==> config.mk <==
export PLATFORM = sky130hd
export DESIGN_NAME = scr1_dmem_tcm_resp
export DESIGN_NICKNAME = d
export VERILOG_FILES = /design/src/rtl/scr1_dmem_tcm_resp_pkg.sv /design/src/rtl/scr1_dmem_tcm_resp_lane_align.sv /design/src/rtl/scr1_dmem_tcm_resp.sv
export SDC_FILE = /design/constraint.sdc
export NUM_CORES = 1
export LEC_CHECK = 0
export BUFFER_PORTS_ARGS = -buffer_cell sky130_fd_sc_hd__buf_2
export CAP_MARGIN = 20
export CELL_PAD_IN_SITES_DETAIL_PLACEMENT = 0
export CELL_PAD_IN_SITES_GLOBAL_PLACEMENT = 1
export CORE_MARGIN = 2
export CORE_UTILIZATION = 23
export DETAILED_ROUTE_END_ITERATION = 10
export PLACE_DENSITY = 0.89
export SLEW_MARGIN = 20
export SYNTH_ARGS = -nofsm -noshare
export SYNTH_HDL_FRONTEND = slang
export SYNTH_SLANG_ARGS = --single-unit
export TNS_END_PERCENT = 5
==> constraint.sdc <==
create_clock -name clk -period 1.85 [get_ports clk]
set_input_delay 0.37 -clock clk [delete_from_list [all_inputs] [get_ports clk]]
set_output_delay 0.37 -clock clk [all_outputs]
set_load 0.1 [all_outputs]
==> src/rtl/scr1_dmem_tcm_resp_pkg.sv <==
// Shared types for the DMEM TCM responder slice.
// Holds the memory-interface enums (command, access width, response), the
// interface widths and the responder FSM state encoding.
package scr1_dmem_tcm_resp_pkg;

  localparam int SCR1_DMEM_AWIDTH   = 32;
  localparam int SCR1_DMEM_DWIDTH   = 32;
  localparam int SCR1_DMEM_BE_WIDTH = 4;

  typedef enum logic {
    SCR1_MEM_CMD_RD = 1'b0,
    SCR1_MEM_CMD_WR = 1'b1
  } type_scr1_mem_cmd_e;

  typedef enum logic [1:0] {
    SCR1_MEM_WIDTH_BYTE  = 2'b00,
    SCR1_MEM_WIDTH_HWORD = 2'b01,
    SCR1_MEM_WIDTH_WORD  = 2'b10,
    SCR1_MEM_WIDTH_ERROR = 2'b11
  } type_scr1_mem_width_e;

  typedef enum logic [1:0] {
    SCR1_MEM_RESP_IDLE   = 2'b00,
    SCR1_MEM_RESP_RDY_OK = 2'b01,
    SCR1_MEM_RESP_RDY_ER = 2'b10
  } type_scr1_mem_resp_e;

  typedef enum logic {
    ST_IDLE = 1'b0,
    ST_BUSY = 1'b1
  } dmem_tcm_state_e;

endpackage

==> src/rtl/scr1_dmem_tcm_resp_lane_align.sv <==
// Combinational byte-lane steering for a 32-bit DMEM responder.
// Request side: byte enables and left-shifted store data from width/offset.
// Response side: raw SRAM word shifted right by the latched offset and zeroed
// above the access width.
// Ports:
//   req_width, req_offs, req_wdata -> be, wdata_lane   (store path)
//   rsp_width, rsp_offs, rdata_raw -> rdata_aligned    (load path)
module scr1_dmem_lane_align
  import scr1_dmem_tcm_resp_pkg::*;
(
  input  type_scr1_mem_width_e          req_width,
  input  logic [1:0]                    req_offs,
  input  logic [SCR1_DMEM_DWIDTH-1:0]   req_wdata,
  output logic [SCR1_DMEM_BE_WIDTH-1:0] be,
  output logic [SCR1_DMEM_DWIDTH-1:0]   wdata_lane,
  input  type_scr1_mem_width_e          rsp_width,
  input  logic [1:0]                    rsp_offs,
  input  logic [SCR1_DMEM_DWIDTH-1:0]   rdata_raw,
  output logic [SCR1_DMEM_DWIDTH-1:0]   rdata_aligned
);

  logic [SCR1_DMEM_DWIDTH-1:0] rdata_shift;

  always_comb begin
    be = '0;
    case (req_width)
      SCR1_MEM_WIDTH_BYTE:  be = 4'b0001 << req_offs;
      SCR1_MEM_WIDTH_HWORD: be = 4'b0011 << req_offs;
      SCR1_MEM_WIDTH_WORD:  be = 4'b1111;
      default:              be = 4'b0000;
    endcase
  end

  assign wdata_lane  = req_wdata << {req_offs, 3'b000};
  assign rdata_shift = rdata_raw >> {rsp_offs, 3'b000};

  always_comb begin
    rdata_aligned = '0;
    case (rsp_width)
      SCR1_MEM_WIDTH_BYTE:  rdata_aligned = {24'd0, rdata_shift[7:0]};
      SCR1_MEM_WIDTH_HWORD: rdata_aligned = {16'd0, rdata_shift[15:0]};
      SCR1_MEM_WIDTH_WORD:  rdata_aligned = rdata_shift;
      default:              rdata_aligned = '0;
    endcase
  end

endmodule

==> src/rtl/scr1_dmem_tcm_resp.sv <==
// DMEM responder serving one initiator from a single-port synchronous SRAM.
// One request in flight at a time; range/alignment errors are answered with
// RDY_ER without touching the SRAM. Response latency is 1 + WAIT_STATES.
//
// Handshake: a request transfers on a cycle where dmem_req & dmem_req_ack are
// both high; dmem_req_ack depends only on responder state, never on request
// content, and dmem_resp is a single-cycle pulse that is never issued in the
// acceptance cycle.
//
// Ports:
//   clk, rst_n                         clock, async active-low reset
//   dmem_req/cmd/width/addr/wdata      request from the LSU
//   dmem_req_ack                       request accepted when high with dmem_req
//   dmem_rdata, dmem_resp              right-aligned load data and status
//   sram_cs/we/be/addr/wdata           SRAM command (issued in accept cycle)
//   sram_rdata                         SRAM read data, one cycle after read
module scr1_dmem_tcm_resp
  import scr1_dmem_tcm_resp_pkg::*;
#(
  parameter logic [31:0] BASE_ADDR   = 32'h0000_0000,
  parameter int unsigned MEM_BYTES   = 65536,
  parameter int unsigned WAIT_STATES = 0
) (
  input  logic                            clk,
  input  logic                            rst_n,
  input  logic                            dmem_req,
  input  type_scr1_mem_cmd_e              dmem_cmd,
  input  type_scr1_mem_width_e            dmem_width,
  input  logic [SCR1_DMEM_AWIDTH-1:0]     dmem_addr,
  input  logic [SCR1_DMEM_DWIDTH-1:0]     dmem_wdata,
  output logic                            dmem_req_ack,
  output logic [SCR1_DMEM_DWIDTH-1:0]     dmem_rdata,
  output type_scr1_mem_resp_e             dmem_resp,
  output logic                            sram_cs,
  output logic                            sram_we,
  output logic [SCR1_DMEM_BE_WIDTH-1:0]   sram_be,
  output logic [$clog2(MEM_BYTES)-3:0]    sram_addr,
  output logic [SCR1_DMEM_DWIDTH-1:0]     sram_wdata,
  input  logic [SCR1_DMEM_DWIDTH-1:0]     sram_rdata
);

  localparam int AW = $clog2(MEM_BYTES) - 2;

  dmem_tcm_state_e      state, state_next;
  logic                 ready_r;
  logic [3:0]           cnt;
  type_scr1_mem_cmd_e   cmd_r;
  type_scr1_mem_width_e width_r;
  logic [1:0]           offs_r;
  logic                 err_r;
  logic [31:0]          rdata_r;

  logic [31:0] offset;
  logic        out_of_range;
  logic        misalign;
  logic        req_err;
  logic        accept;
  logic        first_busy;
  logic        resp_cycle;
  logic        rd_ok_r;
  logic [31:0] rdata_aligned;

  // Unsigned wrap makes addresses below BASE_ADDR land far out of range.
  assign offset       = dmem_addr - BASE_ADDR;
  assign out_of_range = (offset >= 32'(MEM_BYTES));

  always_comb begin
    misalign = 1'b0;
    case (dmem_width)
      SCR1_MEM_WIDTH_BYTE:  misalign = 1'b0;
      SCR1_MEM_WIDTH_HWORD: misalign = dmem_addr[0];
      SCR1_MEM_WIDTH_WORD:  misalign = |dmem_addr[1:0];
      default:              misalign = 1'b1;  // illegal width code
    endcase
  end

  assign req_err      = out_of_range | misalign;
  assign dmem_req_ack = ready_r & (state == ST_IDLE);
  assign accept       = dmem_req & dmem_req_ack;

  assign sram_cs   = accept & ~req_err;
  assign sram_we   = (dmem_cmd == SCR1_MEM_CMD_WR);
  assign sram_addr = offset[AW+1:2];

  scr1_dmem_lane_align u_lane_align (
    .req_width     (dmem_width),
    .req_offs      (dmem_addr[1:0]),
    .req_wdata     (dmem_wdata),
    .be            (sram_be),
    .wdata_lane    (sram_wdata),
    .rsp_width     (width_r),
    .rsp_offs      (offs_r),
    .rdata_raw     (sram_rdata),
    .rdata_aligned (rdata_aligned)
  );

  assign first_busy = (state == ST_BUSY) && (cnt == 4'd0);
  assign resp_cycle = (state == ST_BUSY) && (cnt == 4'(WAIT_STATES));
  assign rd_ok_r    = ~err_r & (cmd_r == SCR1_MEM_CMD_RD);

  // SRAM data is only valid in the first BUSY cycle; with wait states it is
  // held in rdata_r until the response cycle.
  assign dmem_rdata = (resp_cycle & rd_ok_r)
                    ? ((WAIT_STATES == 0) ? rdata_aligned : rdata_r)
                    : 32'd0;

  always_comb begin
    state_next = state;
    dmem_resp  = SCR1_MEM_RESP_IDLE;
    case (state)
      ST_IDLE: begin
        if (accept) state_next = ST_BUSY;
      end
      ST_BUSY: begin
        if (resp_cycle) begin
          dmem_resp  = err_r ? SCR1_MEM_RESP_RDY_ER : SCR1_MEM_RESP_RDY_OK;
          state_next = ST_IDLE;
        end
      end
      default: state_next = ST_IDLE;
    endcase
  end

  always_ff @(posedge clk or negedge rst_n) begin
    if (!rst_n) begin
      ready_r <= 1'b0;
      state   <= ST_IDLE;
    end else begin
      ready_r <= 1'b1;
      state   <= state_next;
    end
  end

  always_ff @(posedge clk or negedge rst_n) begin
    if (!rst_n) begin
      cnt     <= 4'd0;
      cmd_r   <= SCR1_MEM_CMD_RD;
      width_r <= SCR1_MEM_WIDTH_BYTE;
      offs_r  <= 2'b00;
      err_r   <= 1'b0;
    end else if (accept) begin
      cnt     <= 4'd0;
      cmd_r   <= dmem_cmd;
      width_r <= dmem_width;
      offs_r  <= dmem_addr[1:0];
      err_r   <= req_err;
    end else if (state == ST_BUSY) begin
      cnt <= cnt + 4'd1;
    end
  end

  always_ff @(posedge clk or negedge rst_n) begin
    if (!rst_n) begin
      rdata_r <= 32'd0;
    end else if (first_busy && rd_ok_r) begin
      rdata_r <= rdata_aligned;
    end
  end

endmodule

==> summary.txt, run 1 <==
Gate power share - 79.4%
R2R cell count - 4
Distinct cells, synth - 36
Switch share - 51.82%
CTS H-tree depth - 1
Final core area utilization - 56.47%
Die ar. - 9171 um^2
First-pass GRT wire length - 12.21 mm
RSZ-0062 raised after global routing - yes
Hold crit path type - in2reg
Hold Path Sink - cmd_r$_DFFE_PN0P_
Number of max-cap violations - 0
Core Area - 8175 um^2
Worst hold margin - 0.3768 ns
Root buf cell - clkbuf_8
Clock power frac - 8.0%
Met1 Use GR - 17.87%
Critical setup path kind - reg2out
Syn Std Cell Area - 1937 um^2
Sequential power share - 12.6%
Vias in the first global route - 2589
Setup total negative slack - -11.26 ns
Largest area contributor in the netlist - mux2i_1
Final HPWL DP - 6.641 mm
Failing checks - negative setup slack
Crit path max fanout - 8
Fin worst setup slack - -0.4152 ns
Status - finished, violations left
Via density - 4.859
Die Y-Extent - 95.77 um
Routed WL - 8.160 mm
Initial DRC count - 56
RR Startpoint - state$_DFF_PN0_
Crit Reg-Reg Endpoint - offs_r[0]$_DFFE_PN0P_
GRT Total Usage - 16.34%
Final setup violation count - 35
I/O Buffers - 160
Leakage - 1.989 nW
WP data required - 1.48 ns
Register area share after synthesis - 15.50%
Synthesized area per cell - 7.686 um^2
Switching pwr - 1.858 mW
Ys flop type - dfrtp_1
Worst VDD drop - 0.0005500 V
Total global routing overflow - 0
R2R Setup Slk - 0.39 ns
Yosys top cell area share - 17.05%
TritonCTS clock tree - built
Yosys warnings - 0
# rows - 33
Fin crit period - 2.265 ns
Average routed wire per standard cell - 15.37 um
Layout cell share with drive strength beyond 1 - 65.26%
RD Place Congestion - 0.7574
Fin crit share - 122.4%
Largest cells by area after synthesis - mux2i_1 (17%), dfrtp_1 (16%), a211oi_1 (9.3%), buf_4 (7.4%), nor2b_1 (6.5%)
Final Hold Vio Count - 0
Met3 usage - 3.759%
Area of the multi-input gates - 1812 um^2
Clock sinks - 12
Internal power - 1.728 mW
Clock tree buffer depth - 2
Largest net degree at the start of global routing - 41
Slew Viols, Final - 0
FILL cells - 687
Syn Nets - 356
Total number of vias - 2580
Antenna viol nets, final - 0
P&R area growth vs syn - 138.4%
Io pins - 189
ANT cells - 0
Nets - 531
Clock latency on the worst-skew pair - 0.24 ns
Worst Hold Depth - 2
Fraction of registers with async set/reset - 100.0%
Worst path arrival time - 1.90 ns
Total Power - 3.586 mW
Kind of start point of the critical path - flop
PwrDens - 776.7 nW/um^2
Clk slew on worst S/H paths - 0.05 ns
Setup Skew - 0.002673 ns
Grt peak-use layer - met2
Pre-Repair DR Iteration Count - 4
Antenna violations before repair - 0
Storage element area - 301.5 um^2
Die W - 95.77 um
Yosys reg bits - 12
Hold wc startpoint - dmem_cmd
CP Capture Type - output port
CTS Buf Count - 3
Fmax - 441.5 MHz
Synthesized netlist cell count - 252
Post-synth EDFFs - 0
Initial Utilization - 23.69%
DRC - 0
GR Util met2 - 31.06%
==> cell type report <==
type	count	area share, %
clock buffer	4	1.192
inverter	3	0.2439
multi-input combinational	200	39.24
sequential	12	6.531
tap	105	2.846
timing repair buffer	207	49.95
==> cells in the final DEF, fill, tap and decap left out, drive strengths merged, types with 2 or more instances in the layout <==
| master | n |
|---|---|
| nand4 | 2 |
| a2bb2oi | 8 |
| nor3b | 9 |
| nor2b | 20 |
| nand2 | 13 |
| dfrtp | 12 |
| mux2 | 6 |
| mux2i | 33 |
| a211oi | 24 |
| xor2 | 3 |
| buf | 205 |
| nand3 | 3 |
| nor2 | 31 |
| clkbuf | 5 |
| ha | 2 |
| a21oi | 9 |
| inv | 3 |
| nor4 | 4 |
| and2 | 10 |
| o21ai | 12 |
| o31ai | 2 |
==> flip-flops by register name (all words and copies together), names as in the netlist <==
name and count:
offs_r 2, cnt 4, width_r 2, ready_r 1, state 1, err_r 1
cmd_r 1
==> cells by family (layout without fill, tap and decap cells) <==
group	after synthesis	in the layout	share of synthesized area, %
compound gates	58	58	20.41
fa+ha+maj	2	2	1.292
buf+inv	40	214	12.27
simple gates	97	97	28.42
xor+xnor	3	3	1.357
flops	12	12	15.50
other cells	1	1	0.1936
mux	39	39	20.54
==> synthesized netlist by cell type, types with 2 or more instances <==
library cell and number:
nor2_1 31, o31ai_1 2, nor3b_2 3, buf_2 7, nor2b_1 20, xor2_1 3
dfrtp_1 12, nand2_1 13, and2_1 10, a2bb2oi_1 8, ha_1 2, nor3b_1 6
mux2_2 6, buf_4 19, o21ai_0 12, a211oi_1 24, inv_1 3, nor4_1 4
clkbuf_1 9, a21oi_1 9, mux2i_1 33, nand4_1 2
==> stage by stage <==
step | cells | cell area, um^2 | setup slack (ns)
final | 531 | 4617 | -0.4152
after global routing | 531 | 4617 | -0.4807
after CTS | 522 | 4507 | -0.3888
after detailed placement | 515 | 4353 | -0.1359
after global placement | 515 | 4353 | -0.06899
after floorplan | 252 | 2255 | -0.6311
==> critical path, cell delays in order (launching register included) <==
cell and delay [ns]:
dfrtp_1 0.39, inv_2 0.09, ha_4 0.13, and4bb_4 0.29
nand3_4 0.11, clkbuf_16 0.21, nor3b_4 0.22, buf_12 0.20
==> worst max path at each step <==
stage | slack [ns] | startpoint | cells after the start | endpoint
after global placement | -0.07 | cnt[1]$_DFFE_PN0P_ | 7 | dmem_rdata[29]
final | -0.42 | cnt[1]$_DFFE_PN0P_ | 7 | dmem_rdata[27]
after CTS | -0.39 | cnt[1]$_DFFE_PN0P_ | 7 | dmem_rdata[7]
after floorplan | -0.63 | cnt[0]$_DFFE_PN0P_ | 5 | dmem_rdata[0]
after global routing | -0.48 | cnt[1]$_DFFE_PN0P_ | 7 | dmem_rdata[27]
after detailed placement | -0.14 | cnt[1]$_DFFE_PN0P_ | 7 | dmem_rdata[26]
==> routing by layer <==
metal | share of wire, % | vias up
li1 | - | 1234
met1 | 37 | 1192
met2 | 53 | 136
met3 | 9.1 | 18
met4 | 1.7 | 0
met5 | 0 | -
==> what timing repair did <==
item,in CTS,in global routing
hold buffers,1,0
gates cloned,0,1
setup buffers,2,8
hold endpoints to repair,2,0
endpoints found under the setup margin,35,35
resized for setup,16,5
pin swaps,16,3
==> power by group through the flow <==
stage / Combinational (mW) / Clock (mW) / Sequential, mW
2_1_floorplan: 1.94 / 0 / 0.430
3_3_place_gp: 2.61 / 0 / 0.444
3_5_place_dp: 2.67 / 0 / 0.453
4_1_cts: 2.79 / 0.289 / 0.451
5_1_grt: 3.01 / 0.306 / 0.466
6_report: 2.85 / 0.285 / 0.452
No activity file was read; power rests on OpenSTA's default activity.
==> run 2: changes to the inputs <==
GPL_TIMING_DRIVEN = 0   (was default)
==> run 2 against run 1 <==
Effect of this change:
- the run still ends with negative setup slack left
- sequential share of layout area rose by 0.56 points
- first-iteration DRC count rose by 7.1%
- global-route usage rose by 1.4 points
- hold slack got worse by 0.37 ns
- critical path depth did not move
- register-to-register slack improved by 0.02 ns
- clock-buffer cell count did not move
- sequential cell count did not move
- critical endpoint is now dmem_rdata[24]
- largest power group unchanged
==> summary.txt, run 2 (synthesis gave the netlist of run 1 again) <==
Fmax - 428.3 MHz
Fin crit share - 126.2%
TritonCTS clock tree - built
Leakage - 1.902 nW
Average routed wire per standard cell - 16.50 um
Io pins - 189
Die Y-Extent - 95.77 um
DRC - 0
Core Area - 8175 um^2
Post-place setup slack - -0.6901 ns
Clock sinks - 12
ANT cells - 0
Area of the multi-input gates - 1858 um^2
Largest net degree at the start of global routing - 13
Worst-path cell chain - inv_2 -> ha_4 -> and4bb_4 -> nand3_4 -> buf_6 -> nor3b_4 -> buf_12
Total global routing overflow - 0
Worst-Margin Slew - 0.5848 ns
I/O Buffers - 173
Initial DRC count - 60
First-pass GRT wire length - 12.83 mm
Fin cells - 547
Most common cell after layout, fill and taps aside - buf_2
Commonest non-fill, non-tap cells in the layout - buf_2 (106), buf_4 (52), buf_12 (31)
Layout cell share with drive strength beyond 1 - 69.46%
Die ar. - 9171 um^2
Largest registers - cnt x4, offs_r x2, width_r x2
Setup Skew - 0.002130 ns
CTS H-tree depth - 1
Storage element area - 300.3 um^2
Pre-Repair DR Iteration Count - 4
RSZ-0062 raised after global routing - yes
Vias in the first global route - 2596
Kind of start point of the critical path - flop
Setup total negative slack - -13.09 ns
WP data required - 1.48 ns
Slew headroom - 61.01%
Clock latency on the worst-skew pair - 0.24 ns
Slowest CP cell - dfrtp_1
Clock tree buffer depth - 2
Fin crit period - 2.335 ns
Root buf cell - clkbuf_8
Worst path max stage delay - 0.38 ns
Antenna violations before repair - 0
Largest Register - cnt
Number of max-cap violations - 0
Via density - 4.943
# rows - 33
CTS Buf Count - 3
Final setup violation count - 35
Antenna viol nets, final - 0
Routed WL - 9.028 mm
Hold crit path type - in2async
Hold buffers post-CTS - 0
FILL cells - 711
PwrDens - 835.9 nW/um^2
Cells after DPL - 530
Status - finished, violations left
Crit path max fanout - 6
Final core area utilization - 51.82%
CP Capture Type - output port
Worst VDD drop - 0.0003889 V
GRT Total Usage - 17.75%
Total Power - 3.541 mW
Max reg flops - 4
Fin worst setup slack - -0.4847 ns
Final Hold Vio Count - 0
Final HPWL DP - 6.413 mm
Critical setup path kind - reg2out
Worst hold margin - 0.002238 ns
Clk slew on worst S/H paths - 0.05 ns
P&R area growth vs syn - 118.7%
Slew Viols, Final - 0
Placed Area - 3253 um^2
Nets - 547
Die W - 95.77 um
Post-Layout Inst Area - 4237 um^2
Worst path arrival time - 1.96 ns
Total number of vias - 2704
RD Place Congestion - 0.7208
Initial Utilization - 23.69%
Failing checks - negative setup slack
[run 2: changes by cell type in the layout (fill, tap and decap cells not counted), moves of 8 or more]
cell | before | now
buf_12 | 76 | 31
buf_2 | 89 | 106
buf_4 | 39 | 52
buf_6 | 1 | 15
mux2i_1 | 32 | 24
[run 2: final cells by class]
| type | count | share of cell area [%] |
|---|---|---|
| sequential | 12 | 7.088 |
| clock buffer | 4 | 1.299 |
| timing repair buffer | 186 | 37.57 |
| multi-input combinational | 200 | 43.86 |
| inverter | 3 | 0.2658 |
| tap | 105 | 3.101 |
| buffer | 37 | 6.822 |
[run 2: worst max-delay path: cells and delay by family (launching register included)]
| kind | cells | cell delay, ns |
|---|---|---|
| buf+inv | 3 | 0.47 |
| fa+ha+maj | 1 | 0.13 |
| flops | 1 | 0.38 |
| simple gates | 3 | 0.73 |
[run 2: power by group]
part           switching (mW)  total [mW]  internal, mW
Sequential             0.0717       0.440         0.369
Combinational            1.83        2.82         0.983
Clock                  0.0958       0.284         0.188
Total                    2.00        3.54          1.54
[run 2: layer usage]
metal  part of all wire (%)  global-route usage, %  routed length, um
met2                     52                  34.79               4661
met4                    2.2                  5.714                203
met1                     37                  19.20               3361
met3                    8.9                  2.741                801
met5                      0                      0                  0
[run 2: timing repair]
item | in CTS | in global routing
pin swaps | 13 | 4
resized for setup | 195 | 30
buffers inserted | 9 | 3
setup endpoints to repair | 71 | 58
cloned | 1 | 0
[run 2: final timing paths]
check	from	cells after the start	endpoint	slack [ns]
setup / recovery	cnt[1]$_DFFE_PN0P_	7	dmem_rdata[24]	-0.48
hold / removal	rst_n	1	cnt[3]$_DFFE_PN0P_	0.002
setup reg to reg	state$_DFF_PN0_	4	cmd_r$_DFFE_PN0P_	0.41
hold reg to reg	cmd_r$_DFFE_PN0P_	1	cmd_r$_DFFE_PN0P_	0.53
max in group asynchronous	rst_n	1	cnt[1]$_DFFE_PN0P_	1.63
min in group clk	dmem_cmd	2	cmd_r$_DFFE_PN0P_	0.38
